**src/rtl/gpio_multi_axis_writer_if.sv**
```systemverilog
// Bus bundle for gpio_multi_axis_writer: processor GPIO word in, NUM_CH AXI-Stream
// master channels and per-channel sticky overflow flags out.
interface gpio_multi_axis_writer_if #(
    parameter int unsigned NUM_CH = 2,
    parameter int unsigned WORD_W = 16
);
    logic [31:0]              gpio_in;
    logic [NUM_CH*WORD_W-1:0] m_tdata;
    logic [NUM_CH-1:0]        m_tvalid;
    logic [NUM_CH-1:0]        m_tready;
    logic [NUM_CH-1:0]        overflow;

    modport master (
        input  gpio_in,
        input  m_tready,
        output m_tdata,
        output m_tvalid,
        output overflow
    );

    modport slave (
        output gpio_in,
        output m_tready,
        input  m_tdata,
        input  m_tvalid,
        input  overflow
    );
endinterface

```
**src/rtl/gpio_multi_axis_writer.sv**
```systemverilog
// Assembles CHUNK_W-bit GPIO writes into WORD_W-bit words on NUM_CH independent
// AXI-Stream channels, each backed by a first-word fall-through FIFO.
module gpio_multi_axis_writer #(
    parameter int unsigned NUM_CH     = 2,
    parameter int unsigned BASE_ADDR  = 0,
    parameter int unsigned CHUNK_W    = 8,
    parameter int unsigned BEATS      = 2,
    parameter int unsigned FIFO_DEPTH = 4
) (
    input logic                     clk,
    input logic                     rst,
    gpio_multi_axis_writer_if.master bus
);
    localparam int unsigned WORD_W    = CHUNK_W * BEATS;
    localparam int unsigned AW        = $clog2(FIFO_DEPTH);
    localparam int unsigned PW        = AW + 1;
    localparam int unsigned BEAT_W    = (BEATS > 1) ? $clog2(BEATS) : 1;
    localparam int unsigned CTRL_ADDR = BASE_ADDR + NUM_CH;

    logic [31:0] g1, g2;
    logic        w_prev;

    logic [WORD_W-1:0] asm_q   [NUM_CH];
    logic [BEAT_W-1:0] beat_q  [NUM_CH];
    logic [WORD_W-1:0] mem     [NUM_CH][FIFO_DEPTH];
    logic [PW-1:0]     wr_ptr  [NUM_CH];
    logic [PW-1:0]     rd_ptr  [NUM_CH];
    logic [NUM_CH-1:0] ovf_q;

    logic               strobe;
    logic [7:0]         addr;
    logic [CHUNK_W-1:0] chunk;
    logic               ctrl_hit;
    logic               unused_g2;

    logic [NUM_CH-1:0] hit, push, pop, full, empty;
    logic [WORD_W-1:0] asm_next [NUM_CH];

    // One action per rising edge of the synchronised w_clk strobe
    assign strobe    = g2[31] & ~w_prev;
    assign addr      = g2[23:16];
    assign chunk     = g2[CHUNK_W-1:0];
    assign ctrl_hit  = strobe && (addr == 8'(CTRL_ADDR));
    assign unused_g2 = ^g2;

    // Per-channel decode, FIFO status and output presentation
    always_comb begin
        hit          = '0;
        push         = '0;
        pop          = '0;
        full         = '0;
        empty        = '0;
        bus.m_tvalid = '0;
        bus.m_tdata  = '0;
        bus.overflow = '0;
        for (int c = 0; c < NUM_CH; c++) begin
            asm_next[c] = WORD_W'({asm_q[c], chunk});
            hit[c]      = strobe && (addr == 8'(BASE_ADDR + c));
            push[c]     = hit[c] && (beat_q[c] == BEAT_W'(BEATS - 1));
            empty[c]    = (wr_ptr[c] == rd_ptr[c]);
            full[c]     = (wr_ptr[c][AW] != rd_ptr[c][AW]) &&
                          (wr_ptr[c][AW-1:0] == rd_ptr[c][AW-1:0]);
            pop[c]      = !empty[c] && bus.m_tready[c];
            bus.m_tvalid[c]                   = !empty[c];
            bus.m_tdata[c*WORD_W +: WORD_W]   = mem[c][rd_ptr[c][AW-1:0]];
            bus.overflow[c]                   = ovf_q[c];
        end
    end

    always_ff @(posedge clk or negedge rst) begin
        if (!rst) begin
            g1     <= '0;
            g2     <= '0;
            w_prev <= 1'b0;
            ovf_q  <= '0;
            for (int c = 0; c < NUM_CH; c++) begin
                asm_q[c]  <= '0;
                beat_q[c] <= '0;
                wr_ptr[c] <= '0;
                rd_ptr[c] <= '0;
                for (int d = 0; d < FIFO_DEPTH; d++) mem[c][d] <= '0;
            end
        end else begin
            g1     <= bus.gpio_in;
            g2     <= g1;
            w_prev <= g2[31];
            for (int c = 0; c < NUM_CH; c++) begin
                // Assembly: control clear wins; a completing beat wraps to 0 even if dropped
                if (ctrl_hit && g2[0]) begin
                    asm_q[c]  <= '0;
                    beat_q[c] <= '0;
                end else if (hit[c]) begin
                    asm_q[c]  <= asm_next[c];
                    beat_q[c] <= push[c] ? '0 : beat_q[c] + BEAT_W'(1);
                end

                if (ctrl_hit && g2[1])
                    ovf_q[c] <= 1'b0;
                else if (push[c] && full[c] && !pop[c])
                    ovf_q[c] <= 1'b1;

                // A full FIFO still accepts a push when the head leaves the same cycle
                if (push[c] && (!full[c] || pop[c])) begin
                    mem[c][wr_ptr[c][AW-1:0]] <= asm_next[c];
                    wr_ptr[c]                 <= wr_ptr[c] + PW'(1);
                end
                if (pop[c])
                    rd_ptr[c] <= rd_ptr[c] + PW'(1);
            end
        end
    end
endmodule

```
**src/flat_wrapper.sv**
```systemverilog
// flat-port wrapper written by rule: the top's interface ports become plain ports
module gpio_multi_axis_writer_flat 
#(
    parameter int unsigned NUM_CH     = 2,
    parameter int unsigned BASE_ADDR  = 0,
    parameter int unsigned CHUNK_W    = 8,
    parameter int unsigned BEATS      = 2,
    parameter int unsigned FIFO_DEPTH = 4
)
  (clk, rst, bus_gpio_in, bus_m_tready, bus_m_tdata, bus_m_tvalid, bus_overflow);
  gpio_multi_axis_writer_if #(.NUM_CH(NUM_CH), .WORD_W(16)) bus_i ();
  input logic clk;
  input logic rst;
  input wire logic [$bits(bus_i.gpio_in)-1:0] bus_gpio_in;
  input wire logic [$bits(bus_i.m_tready)-1:0] bus_m_tready;
  output wire logic [$bits(bus_i.m_tdata)-1:0] bus_m_tdata;
  output wire logic [$bits(bus_i.m_tvalid)-1:0] bus_m_tvalid;
  output wire logic [$bits(bus_i.overflow)-1:0] bus_overflow;
  assign bus_i.gpio_in = bus_gpio_in;
  assign bus_i.m_tready = bus_m_tready;
  assign bus_m_tdata = bus_i.m_tdata;
  assign bus_m_tvalid = bus_i.m_tvalid;
  assign bus_overflow = bus_i.overflow;
  gpio_multi_axis_writer #(.NUM_CH(NUM_CH), .BASE_ADDR(BASE_ADDR), .CHUNK_W(CHUNK_W), .BEATS(BEATS), .FIFO_DEPTH(FIFO_DEPTH)) u_core (.clk(clk), .rst(rst), .bus(bus_i));
endmodule
```
**config.mk**
```make
export PLATFORM = sky130hd
export DESIGN_NAME = gpio_multi_axis_writer_flat
export DESIGN_NICKNAME = d
export VERILOG_FILES = /design/src/rtl/gpio_multi_axis_writer_if.sv /design/src/rtl/gpio_multi_axis_writer.sv /design/src/flat_wrapper.sv
export SDC_FILE = /design/constraint.sdc
export NUM_CORES = 1
export LEC_CHECK = 0
export ABC_AREA = 1
export CAP_MARGIN = 20
export CORE_ASPECT_RATIO = 1.1
export CORE_MARGIN = 2
export CORE_UTILIZATION = 40
export DETAILED_ROUTE_END_ITERATION = 10
export GPL_TIMING_DRIVEN = 0
export PLACE_DENSITY_LB_ADDON = 0.2
export SKIP_CTS_REPAIR_TIMING = 1
export SLEW_MARGIN = 20
export SYNTH_ARGS = -nofsm -noshare
export SYNTH_HDL_FRONTEND = slang
export SYNTH_SLANG_ARGS = --single-unit
```
**constraint.sdc**
```tcl
create_clock -name clk -period 1.7 [get_ports clk]
set_input_delay 0.51 -clock clk [delete_from_list [all_inputs] [get_ports clk]]
set_output_delay 0.51 -clock clk [all_outputs]
set_load 0.01 [all_outputs]
```
==> impl_metrics.env <==
export IMPL_dr_total_vias=7682
export IMPL_dpl_cell_area_sq_mm=0.00989
export IMPL_worst_r2r_endpoint="u_core.mem[5]"
export IMPL_crit_slowest_cell="dfrtp_2"
export IMPL_drt_iter0_drc=632
export IMPL_antenna_cells=0
export IMPL_hold_viol=0
export IMPL_grt_usage_pct=21.3
export IMPL_met1_usage_pct=29.3
export IMPL_reg2reg_slack_ps=-160
export IMPL_r2r_start="u_core.wr_ptr[0]"
export IMPL_ys_seq_area_share_pct=54.8
export IMPL_route_detailed_drc=0
export IMPL_hpwl_um=16700
export IMPL_cts_buffer_depth=2
export IMPL_rr_worst_depth=5
export IMPL_setup_viol=126
export IMPL_p_seq_share_pct=32.5
export IMPL_violations="setup timing"
export IMPL_worstHoldPathCells=0
export IMPL_cts_tree="yes"
export IMPL_cp_arrival_ps=1730
export IMPL_p_comb_share_pct=40.7
export IMPL_worst_hold_path_endpoint="u_core.g2[21]"
export IMPL_cts_buffers=17
export IMPL_hold_start="u_core.g1[21]"
export IMPL_gp_congestion=0.855
export IMPL_cpPeakStageDelay_ps=480
export IMPL_use_met3_pct=3.10
export IMPL_min_path_type="reg2reg"
export IMPL_leakage_nw=5.85
export IMPL_min_period_ps=2240
export IMPL_synth_cell_type_count=27
export IMPL_path_max_fanout=10
export IMPL_clock_latency_ps=430
export IMPL_drtPass1Iterations=5
export IMPL_overflow=0
export IMPL_ant_nets=0
export IMPL_dieArea_sq_mm=0.0235
export IMPL_area_growth_pct=30.6
export IMPL_syn_area_per_cell_sq_um=8.84
export IMPL_maxSlewHeadroom_pct=47.0
export IMPL_cap_violations=0
export IMPL_grt_pass1_vias=7280
export IMPL_dieHeight_um=160
export IMPL_drt_wl_total_um=26400
export IMPL_cp_start_kind="flop"
export IMPL_place_ws_ps=-968
export IMPL_setup_tns_ps=-20700
export IMPL_ys_ff_latch=195
export IMPL_nets=1171
export IMPL_fillCellCount=2054
export IMPL_layout_common_cells="nand2_1 (301), dfrtp_1 (193), nand4_1 (131)"
export IMPL_cts_root_buf="clkbuf_16"
export IMPL_p_int_mw=9.66
export IMPL_antenna_found_initial=0
export IMPL_grt_setup_unrepaired="true"
export IMPL_final_common_cell="nand2_1"
export IMPL_syn_nets=1053
export IMPL_clock_power_share_pct=26.8
export IMPL_stdcell_area_sq_mm=0.0116
export IMPL_port_buffers=56
export IMPL_grt_pass1_wl_um=39500
export IMPL_yosys_warnings=0
export IMPL_cp_required_ps=1190
export IMPL_crit_type="reg2out"
export IMPL_busiest_layer="met2"
export IMPL_slew_viol_final=0
export IMPL_p_sw_share_pct=36.2
export IMPL_finish_utilization_pct=52.9
export IMPL_layout_setup_ws_ps=-540
export IMPL_critPathCaptureType="output port"
export IMPL_p_sw_mw=5.48
export IMPL_clock_sinks=195
export IMPL_vias_per_cell=5.36
export IMPL_synth_area_sq_mm=0.00890
export IMPL_p_per_area_mw_per_mm2=1300
export IMPL_die_x_um=146
export IMPL_grt_max_degree=98
export IMPL_synth_cells=1007
export IMPL_initial_utilization_pct=40.5
export IMPL_wl_per_cell_um=18.4
export IMPL_cp_cell_sequence="inv_6 > buf_8 > o21ai_1 > o22ai_1 > buf_2"
export IMPL_vdd_drop_max_v=0.000623
export IMPL_path_clk_slew_ps=70
export IMPL_h_tree_depth=4
export IMPL_fin_skew_ps=12.9
export IMPL_io_pins=72
export IMPL_drive_gt1_share_pct=25.4
export IMPL_num_rows=57
export IMPL_tightest_slew_ps=796
export IMPL_run_status="complete, but fails checks"
export IMPL_met2_usage_pct=34.5
export IMPL_fin_crit_sh_pct=132
export IMPL_coreArea_sq_mm=0.0220
export IMPL_clock_fmax_mhz=446
[power by group through the flow]
stage,logic (mW),clock network (mW),registers [mW]
after floorplan,2.42,0,4.95
after detailed placement,4.53,0,4.99
after global placement,4.50,0,5.00
final,6.16,4.06,4.92
after CTS,4.55,4.11,4.90
after global routing,6.57,4.34,4.94
[how the worst max path moves through the flow]
stage,cells after the start,endpoint,slack [ps],start
2_1_floorplan,5,bus_m_tdata[10],7,u_core.rd_ptr[3]
4_1_cts,5,bus_m_tdata[3],-1450,u_core.rd_ptr[4]
5_1_grt,5,bus_m_tdata[7],-580,u_core.rd_ptr[4]
6_report,5,bus_m_tdata[7],-540,u_core.rd_ptr[4]
3_5_place_dp,6,bus_m_tdata[3],-970,u_core.rd_ptr[3]
3_3_place_gp,1,u_core.g1[20],-8360,rst
[metal layers]
| layer | up-vias | share of wire (%) | wire (um) |
|---|---|---|---|
| li1 | 3658 | - | - |
| met1 | 3740 | 43 | 11400 |
| met2 | 231 | 49 | 13000 |
| met3 | 53 | 4.4 | 1170 |
| met4 | 0 | 3.1 | 815 |
| met5 | - | 0 | 0 |
[cell usage after synthesis (all sizes together)]
cell type  count  area [sq um]
a21oi          2          10.0
ha            10           125
xor2           2          17.5
nand4        131           820
o22ai         32           200
inv           31           116
o21ai         70           350
nand2        331          1270
clkbuf        42           158
nor3           2          10.0
nor2          76           362
buf           39           264
dfrtp        195          4880
nand3         43           310
nand3b         1          7.51
[worst max-delay path, delay by kind of cell, from the launching register on]
kind            cells  cell delay [ps]
flops               1              480
compound gates      2              310
buf+inv             3              500
[final cells by class]
type | count | area, sq um | area share, %
well taps | 295 | 369 | 3.18
repair buffers | 101 | 1010 | 8.67
plain buffers | 74 | 706 | 6.07
multi-input cells | 703 | 3910 | 33.6
clock buffers | 20 | 437 | 3.76
clock inverters | 12 | 145 | 1.25
repair inverters | 2 | 17.5 | 0.151
flip-flops and latches | 195 | 4880 | 42.0
inverters | 31 | 151 | 1.30
[flip-flops by register name (all words and copies together) (netlist names)]
register / count
u_core.asm_next: 16
u_core.g2: 17
u_core.rd_ptr: 6
u_core.bus.overflow: 2
u_core.w_prev: 1
u_core.wr_ptr: 6
u_core.beat_q: 2
u_core.g1: 17
u_core.mem: 128
[kinds of logic (layout without fill, tap and decap cells)]
family / after synthesis / after routing / share of synthesized area, %
fa+ha+maj: 10 / 10 / 1.41
compound gates: 104 / 104 / 6.30
xor+xnor: 2 / 2 / 0.197
simple gates: 584 / 587 / 31.3
buf+inv: 112 / 240 / 6.04
flops: 195 / 195 / 54.8
[through the flow]
| stage | std cells | total power [mW] | hold WS, ps |
|---|---|---|---|
| after global placement | 1358 | 9.49 | 331 |
| after floorplan | 1007 | 7.36 | 214 |
| after CTS | 1392 | 13.6 | -83.9 |
| after global routing | 1433 | 15.8 | 356 |
| after detailed placement | 1360 | 9.52 | 335 |
| final | 1433 | 15.1 | 348 |
(Power assumes the default switching activity.)
